### config.mk
export PLATFORM = sky130hd
export DESIGN_NAME = conv_loop_sequencer
export DESIGN_NICKNAME = d
export VERILOG_FILES = /design/src/rtl/conv_pkg.sv /design/src/rtl/tag_delay.sv /design/src/rtl/conv_loop_sequencer.sv
export SDC_FILE = /design/constraint.sdc
export NUM_CORES = 1
export LEC_CHECK = 0
export ABC_AREA = 1
export BUFFER_PORTS_ARGS = -buffer_cell sky130_fd_sc_hd__buf_2
export CAP_MARGIN = 20
export CORE_MARGIN = 2
export CORE_UTILIZATION = 25
export CTS_CLUSTER_SIZE = 12
export DETAILED_ROUTE_END_ITERATION = 7
export PLACE_DENSITY_LB_ADDON = 0.25
export RECOVER_POWER = 25
export SETUP_SLACK_MARGIN = 0.4
export SLEW_MARGIN = 20
export SYNTH_ARGS = -nofsm -noshare
export SYNTH_HDL_FRONTEND = slang
export SYNTH_SLANG_ARGS = --single-unit
### constraint.sdc
create_clock -name clock -period 3.7 [get_ports clock]
set_clock_uncertainty 0.1 [all_clocks]
set_input_delay 0.185 -clock clock [delete_from_list [all_inputs] [get_ports clock]]
set_output_delay 0.185 -clock clock [all_outputs]
set_load 0.01 [all_outputs]
### src/rtl/conv_pkg.sv
// Shared defaults, index widths and state encoding for the conv-layer loop sequencer.
package conv_pkg;

  localparam int K_DEF          = 5;
  localparam int OUT_W_DEF      = 28;
  localparam int M_CH_DEF       = 6;
  localparam int N_CH_DEF       = 1;
  localparam int N_STEP_DEF     = 4;
  localparam int PIPE_DEPTH_DEF = 9;

  localparam int IDX_W  = 8;
  localparam int KIDX_W = 4;
  localparam int ADDR_W = 16;
  localparam int CNT_W  = 8;

  typedef enum logic [1:0] {IDLE, RUN, DRAIN, DONE} state_e;

  // The channel loop is finished when the next step would reach or pass N_CH.
  function automatic logic n_final(input logic [IDX_W-1:0] n_val, input int step, input int nch);
    return (9'(n_val) + 9'(step)) >= 9'(nch);
  endfunction

endpackage

### src/rtl/tag_delay.sv
// Reset-clearable shift pipeline that aligns write tags with the MAC result.
module tag_delay #(
  parameter int WIDTH = 25,
  parameter int DEPTH = 9
) (
  input  logic             clock,
  input  logic             reset,
  input  logic [WIDTH-1:0] in,
  output logic [WIDTH-1:0] out
);

  logic [WIDTH-1:0] stage_q [DEPTH];
  logic [WIDTH-1:0] stage_d [DEPTH];

  generate
    for (genvar gi = 0; gi < DEPTH; gi++) begin : g_stage
      if (gi == 0) begin : g_head
        always_comb stage_d[gi] = in;
      end else begin : g_tail
        always_comb stage_d[gi] = stage_q[gi-1];
      end

      always_ff @(posedge clock) begin
        if (reset) stage_q[gi] <= '0;
        else       stage_q[gi] <= stage_d[gi];
      end
    end
  endgenerate

  assign out = stage_q[DEPTH-1];

endmodule

### src/rtl/conv_loop_sequencer.sv
// Output-stationary loop-nest sequencer: issues one (m,r,c,n,i,j) tuple per cycle,
// tags first/last MAC of each pixel and delays the write tag to the MAC output.
module conv_loop_sequencer
  import conv_pkg::*;
#(
  parameter int K          = K_DEF,
  parameter int OUT_W      = OUT_W_DEF,
  parameter int M_CH       = M_CH_DEF,
  parameter int N_CH       = N_CH_DEF,
  parameter int N_STEP     = N_STEP_DEF,
  parameter int PIPE_DEPTH = PIPE_DEPTH_DEF
) (
  input  logic              clock,
  input  logic              reset,
  input  logic              start,
  input  logic              stall,
  output logic [IDX_W-1:0]  m,
  output logic [IDX_W-1:0]  r,
  output logic [IDX_W-1:0]  c,
  output logic [IDX_W-1:0]  n,
  output logic [KIDX_W-1:0] i,
  output logic [KIDX_W-1:0] j,
  output logic              idx_valid,
  output logic              acc_clear,
  output logic              acc_last,
  output logic              out_wr,
  output logic [ADDR_W-1:0] out_addr,
  output logic [IDX_W-1:0]  out_chan,
  output logic              busy,
  output logic              done
);

  localparam int TAG_W = 1 + ADDR_W + IDX_W;

  state_e             state_q, state_d;
  logic [IDX_W-1:0]   m_q, m_d, r_q, r_d, c_q, c_d, n_q, n_d;
  logic [KIDX_W-1:0]  i_q, i_d, j_q, j_d;
  logic               valid_q, valid_d;
  logic               clear_q, clear_d;
  logic               last_q, last_d;
  logic               busy_q, busy_d;
  logic               done_q, done_d;
  logic [CNT_W-1:0]   drain_q, drain_d;

  logic j_wrap, i_wrap, n_wrap, c_wrap, r_wrap, m_wrap, last_tuple;
  logic [ADDR_W-1:0]  pix_addr;
  logic [TAG_W-1:0]   tag_in, tag_out;

  always_comb begin
    j_wrap     = (j_q == KIDX_W'(K - 1));
    i_wrap     = (i_q == KIDX_W'(K - 1));
    n_wrap     = n_final(n_q, N_STEP, N_CH);
    c_wrap     = (c_q == IDX_W'(OUT_W - 1));
    r_wrap     = (r_q == IDX_W'(OUT_W - 1));
    m_wrap     = (m_q == IDX_W'(M_CH - 1));
    last_tuple = j_wrap & i_wrap & n_wrap & c_wrap & r_wrap & m_wrap;
  end

  always_comb begin
    state_d = state_q;
    m_d     = m_q;
    r_d     = r_q;
    c_d     = c_q;
    n_d     = n_q;
    i_d     = i_q;
    j_d     = j_q;
    valid_d = 1'b0;
    drain_d = drain_q;

    unique case (state_q)
      IDLE: begin
        if (start) begin
          state_d = RUN;
          m_d     = '0;
          r_d     = '0;
          c_d     = '0;
          n_d     = '0;
          i_d     = '0;
          j_d     = '0;
          valid_d = 1'b1;
        end
      end
      RUN: begin
        if (valid_q && last_tuple) begin
          state_d = DRAIN;
          drain_d = '0;
        end else begin
          // Advance only past a tuple that was actually issued; a stalled tuple is re-offered.
          if (valid_q) begin
            j_d = j_wrap ? '0 : j_q + 1'b1;
            if (j_wrap) begin
              i_d = i_wrap ? '0 : i_q + 1'b1;
              if (i_wrap) begin
                n_d = n_wrap ? '0 : n_q + IDX_W'(N_STEP);
                if (n_wrap) begin
                  c_d = c_wrap ? '0 : c_q + 1'b1;
                  if (c_wrap) begin
                    r_d = r_wrap ? '0 : r_q + 1'b1;
                    if (r_wrap) m_d = m_q + 1'b1;
                  end
                end
              end
            end
          end
          valid_d = !stall;
        end
      end
      DRAIN: begin
        if (drain_q == CNT_W'(PIPE_DEPTH - 1)) state_d = DONE;
        else                                   drain_d = drain_q + 1'b1;
      end
      DONE:    state_d = IDLE;
      default: state_d = IDLE;
    endcase

    clear_d = valid_d & (n_d == '0) & (i_d == '0) & (j_d == '0);
    last_d  = valid_d & n_final(n_d, N_STEP, N_CH) &
              (i_d == KIDX_W'(K - 1)) & (j_d == KIDX_W'(K - 1));
    busy_d  = (state_d == RUN) || (state_d == DRAIN);
    done_d  = (state_d == DONE);
  end

  always_ff @(posedge clock) begin
    if (reset) begin
      state_q <= IDLE;
      m_q     <= '0;
      r_q     <= '0;
      c_q     <= '0;
      n_q     <= '0;
      i_q     <= '0;
      j_q     <= '0;
      valid_q <= 1'b0;
      clear_q <= 1'b0;
      last_q  <= 1'b0;
      busy_q  <= 1'b0;
      done_q  <= 1'b0;
      drain_q <= '0;
    end else begin
      state_q <= state_d;
      m_q     <= m_d;
      r_q     <= r_d;
      c_q     <= c_d;
      n_q     <= n_d;
      i_q     <= i_d;
      j_q     <= j_d;
      valid_q <= valid_d;
      clear_q <= clear_d;
      last_q  <= last_d;
      busy_q  <= busy_d;
      done_q  <= done_d;
      drain_q <= drain_d;
    end
  end

  always_comb begin
    pix_addr = ADDR_W'(r_q) * ADDR_W'(OUT_W) + ADDR_W'(c_q);
    tag_in   = {last_q, pix_addr, m_q};
  end

  tag_delay #(
    .WIDTH (TAG_W),
    .DEPTH (PIPE_DEPTH)
  ) u_tag_delay (
    .clock (clock),
    .reset (reset),
    .in    (tag_in),
    .out   (tag_out)
  );

  assign m         = m_q;
  assign r         = r_q;
  assign c         = c_q;
  assign n         = n_q;
  assign i         = i_q;
  assign j         = j_q;
  assign idx_valid = valid_q;
  assign acc_clear = clear_q;
  assign acc_last  = last_q;
  assign busy      = busy_q;
  assign done      = done_q;
  assign out_wr    = tag_out[TAG_W-1];
  assign out_addr  = tag_out[TAG_W-2 -: ADDR_W];
  assign out_chan  = tag_out[IDX_W-1:0];

endmodule
; Yosys cells after proc, flatten, opt, wreduce, memory -nomap -nowiden
; Memories as Yosys holds them, arrays and structs flattened.
; Index checks and enable logic that the tools add are counted.
[totals]
n_memories = 1
input_bits = 4
wordCells = 148
regBits = 55
output_inout_bits = 70
ram_bits = 225
[op_classes]
n_reduce_logical = 13
eq_ne = 24
n_lt_le_gt_ge = 2
mux = 64
n_mul = 1
n_addsub = 10
bitwise = 20
[memory_table]
columns = name, words, word_bits, rd, rd_ports_with_merged_regs, wr, line
row1 = u_tag_delay.stage_q, 9, 25, 9, 0, 9, tag_delay.sv:12  ; logic [WIDTH-1:0] stage_q [DEPTH];
[op_table]
columns = op, count
row1 = 2-to-1 mux 8 bit, 29
row2 = 2-to-1 mux 25 bit, 9
row3 = case mux 8 bit (2 select lines), 5
row4 = 2-to-1 mux 4 bit, 9
row5 = adder 8 x 1 -> 8 bit (second input constant), 4
row6 = != test 2 bit (second input constant), 10
row7 = adder 8 x 3 -> 9 bit (second input constant), 2
row8 = >= comparator 9 x 1 -> 1 bit (second input constant), 2
row9 = == test 4 x 3 -> 1 bit (second input constant), 4
row10 = == test 8 x 5 -> 1 bit (second input constant), 2
row11 = case mux 4 bit (2 select lines), 2
row12 = adder 13 x 8 -> 14 bit, 1
row13 = bitwise AND 1 bit, 11
row14 = multiplier 8 x 3 -> 11 bit (second input constant), 1
row15 = bitwise OR 1 bit, 9
row16 = AND reduction 9 bit, 1
row17 = adder 4 x 1 -> 4 bit (second input constant), 2
row18 = adder 8 x 3 -> 8 bit (second input constant), 1
row19 = == test 2 bit (second input constant), 4
row20 = == test 8 x 3 -> 1 bit (second input constant), 1
row21 = == test 8 x 4 -> 1 bit (second input constant), 1
row22 = logical NOT 4 bit, 2
row23 = logical NOT 8 bit, 1
row24 = case mux 2 bit (4 select lines), 1
row25 = 12 further kinds, 20

; Logic depth before layout (Yosys ltp)
[depth]
depth_word = 14
ltp_mapped = 19
depth_no_buf = 19

; Modules after synthesis
; Synthesis repeated with hierarchy kept, for this count alone.
[unflattened]
cells_unflattened = 1268
hier_area_um2 = 10456.3
[by_module_without_submodules]
columns = module, cells_per_inst, area_each_um2, n_inst, seq_area_each_um2
row1 = tag_delay, 700, 6424.9, 1, 4504.3
row2 = conv_loop_sequencer, 568, 4031.4, 1, 1101.1

; Least setup slack after synthesis
; No wires, ideal clock.
[synth_path]
path_kind = flip-flop to flip-flop
start = register r_q[2], in the netlist r[2]
end = memory u_tag_delay.stage_q[0][20]
period_less_slack_ns = 3.030
setup_time_ns = 0.116
t_required_ns = 3.484
setup_slack_ns = 0.670
path_stages_with_launch = 15
t_arrival_ns = 2.814
n_path_buf = 0
path_cell_list = dfxtp_1 > fa_1 > ha_1 > fa_1 > ha_1 > nand3_1 > nand3_1 > nand2_1 > nand2_1 > a21o_1 > nand2_1 > nor2_1 > nand3_1 > o21ai_0 > nor2_1
[synth_rtl]
columns = item, line
row1 = start: declaration, conv_loop_sequencer.sv:36  ; logic [IDX_W-1:0] m_q, m_d, r_q, r_d, c_q, c_d, n_q, n_d;
row2 = start signal: assignment, conv_loop_sequencer.sv:141  ; r_q <= r_d;
row3 = end: declaration, tag_delay.sv:12

==> summary.md <==
| Metric | Value |
|---|---|
| RSZ-0062 raised after global routing | false |
| Status | finished clean |
| Final worst slack | 500 ps |
| Fin cells | 1796 |
| CTS sink cnt | 262 |
| Leakage | 4.77 nW |
| Die area | 40800 sq um |
| PortBufs | 71 |
| Die width | 202 microns |
| Synth Warn # | 0 |
| Largest net degree at the start of global routing | 82 |
| Number of synthesized flops with an enable pin | 0 |
| Initial drt markers | 206 |
| DR vias | 6637 |
| Sw frac | 22.4% |
| Crit path from | r[2]$_SDFFE_PP0P_ |
| Hpwl dp | 11400 microns |
| Max incr delay on CP | 510 ps |
| Total Wirelength | 17400 microns |
| Slew HR | 46.5% |
| Vias per inst | 3.70 |
| Seq/Total Area, Yosys | 53.6% |
| CP endpoint kind | flip-flop |
| Netlist cell types | 48 |
| CTS tree | built |
| CTS buffer count | 29 |
| P_int | 4.56 mW |
| Final setup TNS | 0 ps |
| Slowest stage cell, crit path | dfxtp_1 |
| Setup Viol. Count Final | 0 |
| Initial antenna violation count | 0 |
| Clock transition at path regs | 60 ps |
| Design Area, Final | 11500 sq um |
| Logic pwr share | 3.7% |
| Minimum clock period | 3200 ps |
| Largest buffer count on any clock path | 3 |
| H-tree levels | 1 |
| First-pass GRT wire length | 30800 microns |
| Commonest non-fill, non-tap cell in the layout | inv_1 |
| Crit path cell chain | fa_1, ha_1, fa_1, ha_4, nand3_1, nand3_1, nand2_1, nand2_1, a21o_1, nand2_1, nor2_1, nand3_1, o21ai_0, nor2_1 |
| Detail Route Antenna Nets | 0 |
| Share of the synthesized area in the top cell type | 53.6% |
| PD cells | 510 nW/um^2 |
| FF+latch count, synth | 262 |
| Initial core utilization | 25.3% |
| DRC viols | 0 |
| Final Hold Fails | 0 |
| Nets | 1308 |
| Placed cells | 1743 |
| Setup Crit Path Kind | flip-flop to flip-flop |
| Top cells by area, synth | dfxtp_1 54%, inv_1 10%, nor2_1 10% |
| # IOs | 74 |
| Most frequent cells in the layout | 267 x inv_1, 262 x dfxtp_1, 261 x nor2_1, 113 x nand2_1, 43 x clkbuf_1 |
| Total power | 5.87 mW |
| Row cnt | 72 |
| Least-Margin Pin Slew | 802 ps |
| Worst hold path stage count | 7 |
| Seq pwr share | 48.9% |
| Area after DPL | 10600 sq um |
| Worst R2R Setup Slack | 500 ps |
| Worst-path fanout max | 7 |
| Post-Syn Area | 9790 sq um |
| Required @ worst endpoint | 4040 ps |
| Max Cap Viol | 0 |
| Clock power share | 47.4% |
| Gp weighted congestion | 0.802 |
| Reg2reg start | r[2]$_SDFFE_PP0P_ |
| Async SR Flop Fraction | 0% |
| Filler Cells Inserted | 4132 |
| Cell count after synthesis | 1193 |
| CORE AREA | 38600 sq um |
| Pins Over Slew Limit | 0 |
| Maximum vdd drop | 0.286 mV |
| Clock Tree Root | clkbuf_16 |
| Worst Hold End | c[1]$_SDFFE_PP0P_ |
| DR pass1 iterations | 4 |
| Top_reg_cell synth | dfxtp_1 |
| Multi-input gate area | 3320 sq um |
| Post-layout util | 29.8% |
| Crit start category | flip-flop |
| Hold Slack | 154 ps |
| Arrival @ worst endpoint | 3540 ps |
| Fin crit share | 86.5% |
| GRT Total Usage | 8.93% |
| P_sw | 1.32 mW |
| Hold Path Origin | start |
| Avg Inst Size Synth | 8.21 sq um |
| Largest area contributor in the netlist | dfxtp_1 |
| Cell depth of the worst flop-to-flop path | 14 |
| Max Fclk | 0.312 GHz |
| Worst R2R End | u_tag_delay.stage_q[0][20]$_SDFF_PP0_ |
| Hold Path Class | input pin to flip-flop |
| Routed len/inst | 9.70 microns |
| Post-Place Setup Slack | 436 ps |
| Die Span Y | 202 microns |
| Layout cells sized above 1 | 9.08% |
| Diodes inserted | 0 |
| Vias in the first global route | 6450 |
| Layout area overhead | 17.7% |
| Clk_lat worst skew | 550 ps |
| GR Overflow Total | 0 |
| Register area | 5250 sq um |
-- per-layer routing --
layer	up-vias	track usage (%)	share of wire (%)
met5	-	0	0
met4	0	2.81	2.6
met3	30	2.47	5.3
met2	109	14.3	42
met1	2850	11.7	50
li1	3648	-	-
-- worst max-delay path, delay by kind of cell, from the launching register on --
| family | cells | cell delay (ps) |
|---|---|---|
| adder cells (fa/ha/maj) | 4 | 1510 |
| flip-flops | 1 | 510 |
| AND/OR/NAND/NOR | 8 | 700 |
| AO/OA/AOI/OAI | 2 | 270 |
-- Yosys cell counts (5+ instances only) --
library cell and number:
clkbuf_1 27, nand2_1 113, ha_1 37, nand4_1 13
xor2_1 18, buf_4 12, dfxtp_1 262, a21oi_1 37
fa_1 9, nand3_1 42, nand2_2 5, nor2_1 261
o21ai_0 19, inv_1 267, nor3_1 11
-- cell type report --
type	count	share of cell area, %
Clock inverter	10	0.814
Inverter	273	8.89
Tap cell	518	5.62
Timing Repair Buffer	76	3.09
Clock buffer	41	7.29
Multi-Input combinational cell	616	28.8
Sequential cell	262	45.5
-- registers in the layout, indices dropped and copies added (netlist names) --
name / flops
u_tag_delay.stage_q: 207
c: 8
drain_q: 8
m: 8
n: 8
r: 8
i: 4
j: 4
state_q: 2
acc_clear: 1
acc_last: 1
busy: 1
done: 1
idx_valid: 1
-- cell families after synthesis --
kind of cell	Yosys count	share of synthesized area, %
other	1	0.0383
AND/OR/NAND/NOR	477	21.3
flip-flops	262	53.6
XOR/XNOR	19	1.70
AO/OA/AOI/OAI	72	4.08
buffers and inverters	316	12.8
adder cells (fa/ha/maj)	46	6.57
-- what timing repair did --
action | in CTS | in global routing
hold endpoints to repair | 59 | 0
endpoints found under the setup margin | 0 | 5
hold buffers | 2 | 0
gates resized for setup | 0 | 10
setup buffers | 0 | 0
-- power groups by stage --
stage	logic [mW]	clock network [mW]	registers, mW
5_1_grt	0.250	3.03	2.87
6_report	0.216	2.79	2.87
2_1_floorplan	0.171	0	2.93
3_3_place_gp	0.221	0	2.93
4_1_cts	0.223	2.92	2.87
3_5_place_dp	0.220	0	2.93
-- worst max-delay path by stage --
stage / slack [ps] / cells past startpoint / end
2_1_floorplan: 670 / 14 / u_tag_delay.stage_q[0][20]$_SDFF_PP0_
3_3_place_gp: 530 / 13 / u_tag_delay.stage_q[0][19]$_SDFF_PP0_
3_5_place_dp: 440 / 12 / u_tag_delay.stage_q[0][19]$_SDFF_PP0_
4_1_cts: 430 / 12 / u_tag_delay.stage_q[0][19]$_SDFF_PP0_
5_1_grt: 230 / 14 / u_tag_delay.stage_q[0][20]$_SDFF_PP0_
6_report: 500 / 14 / u_tag_delay.stage_q[0][20]$_SDFF_PP0_
(Power assumes the default switching activity.)
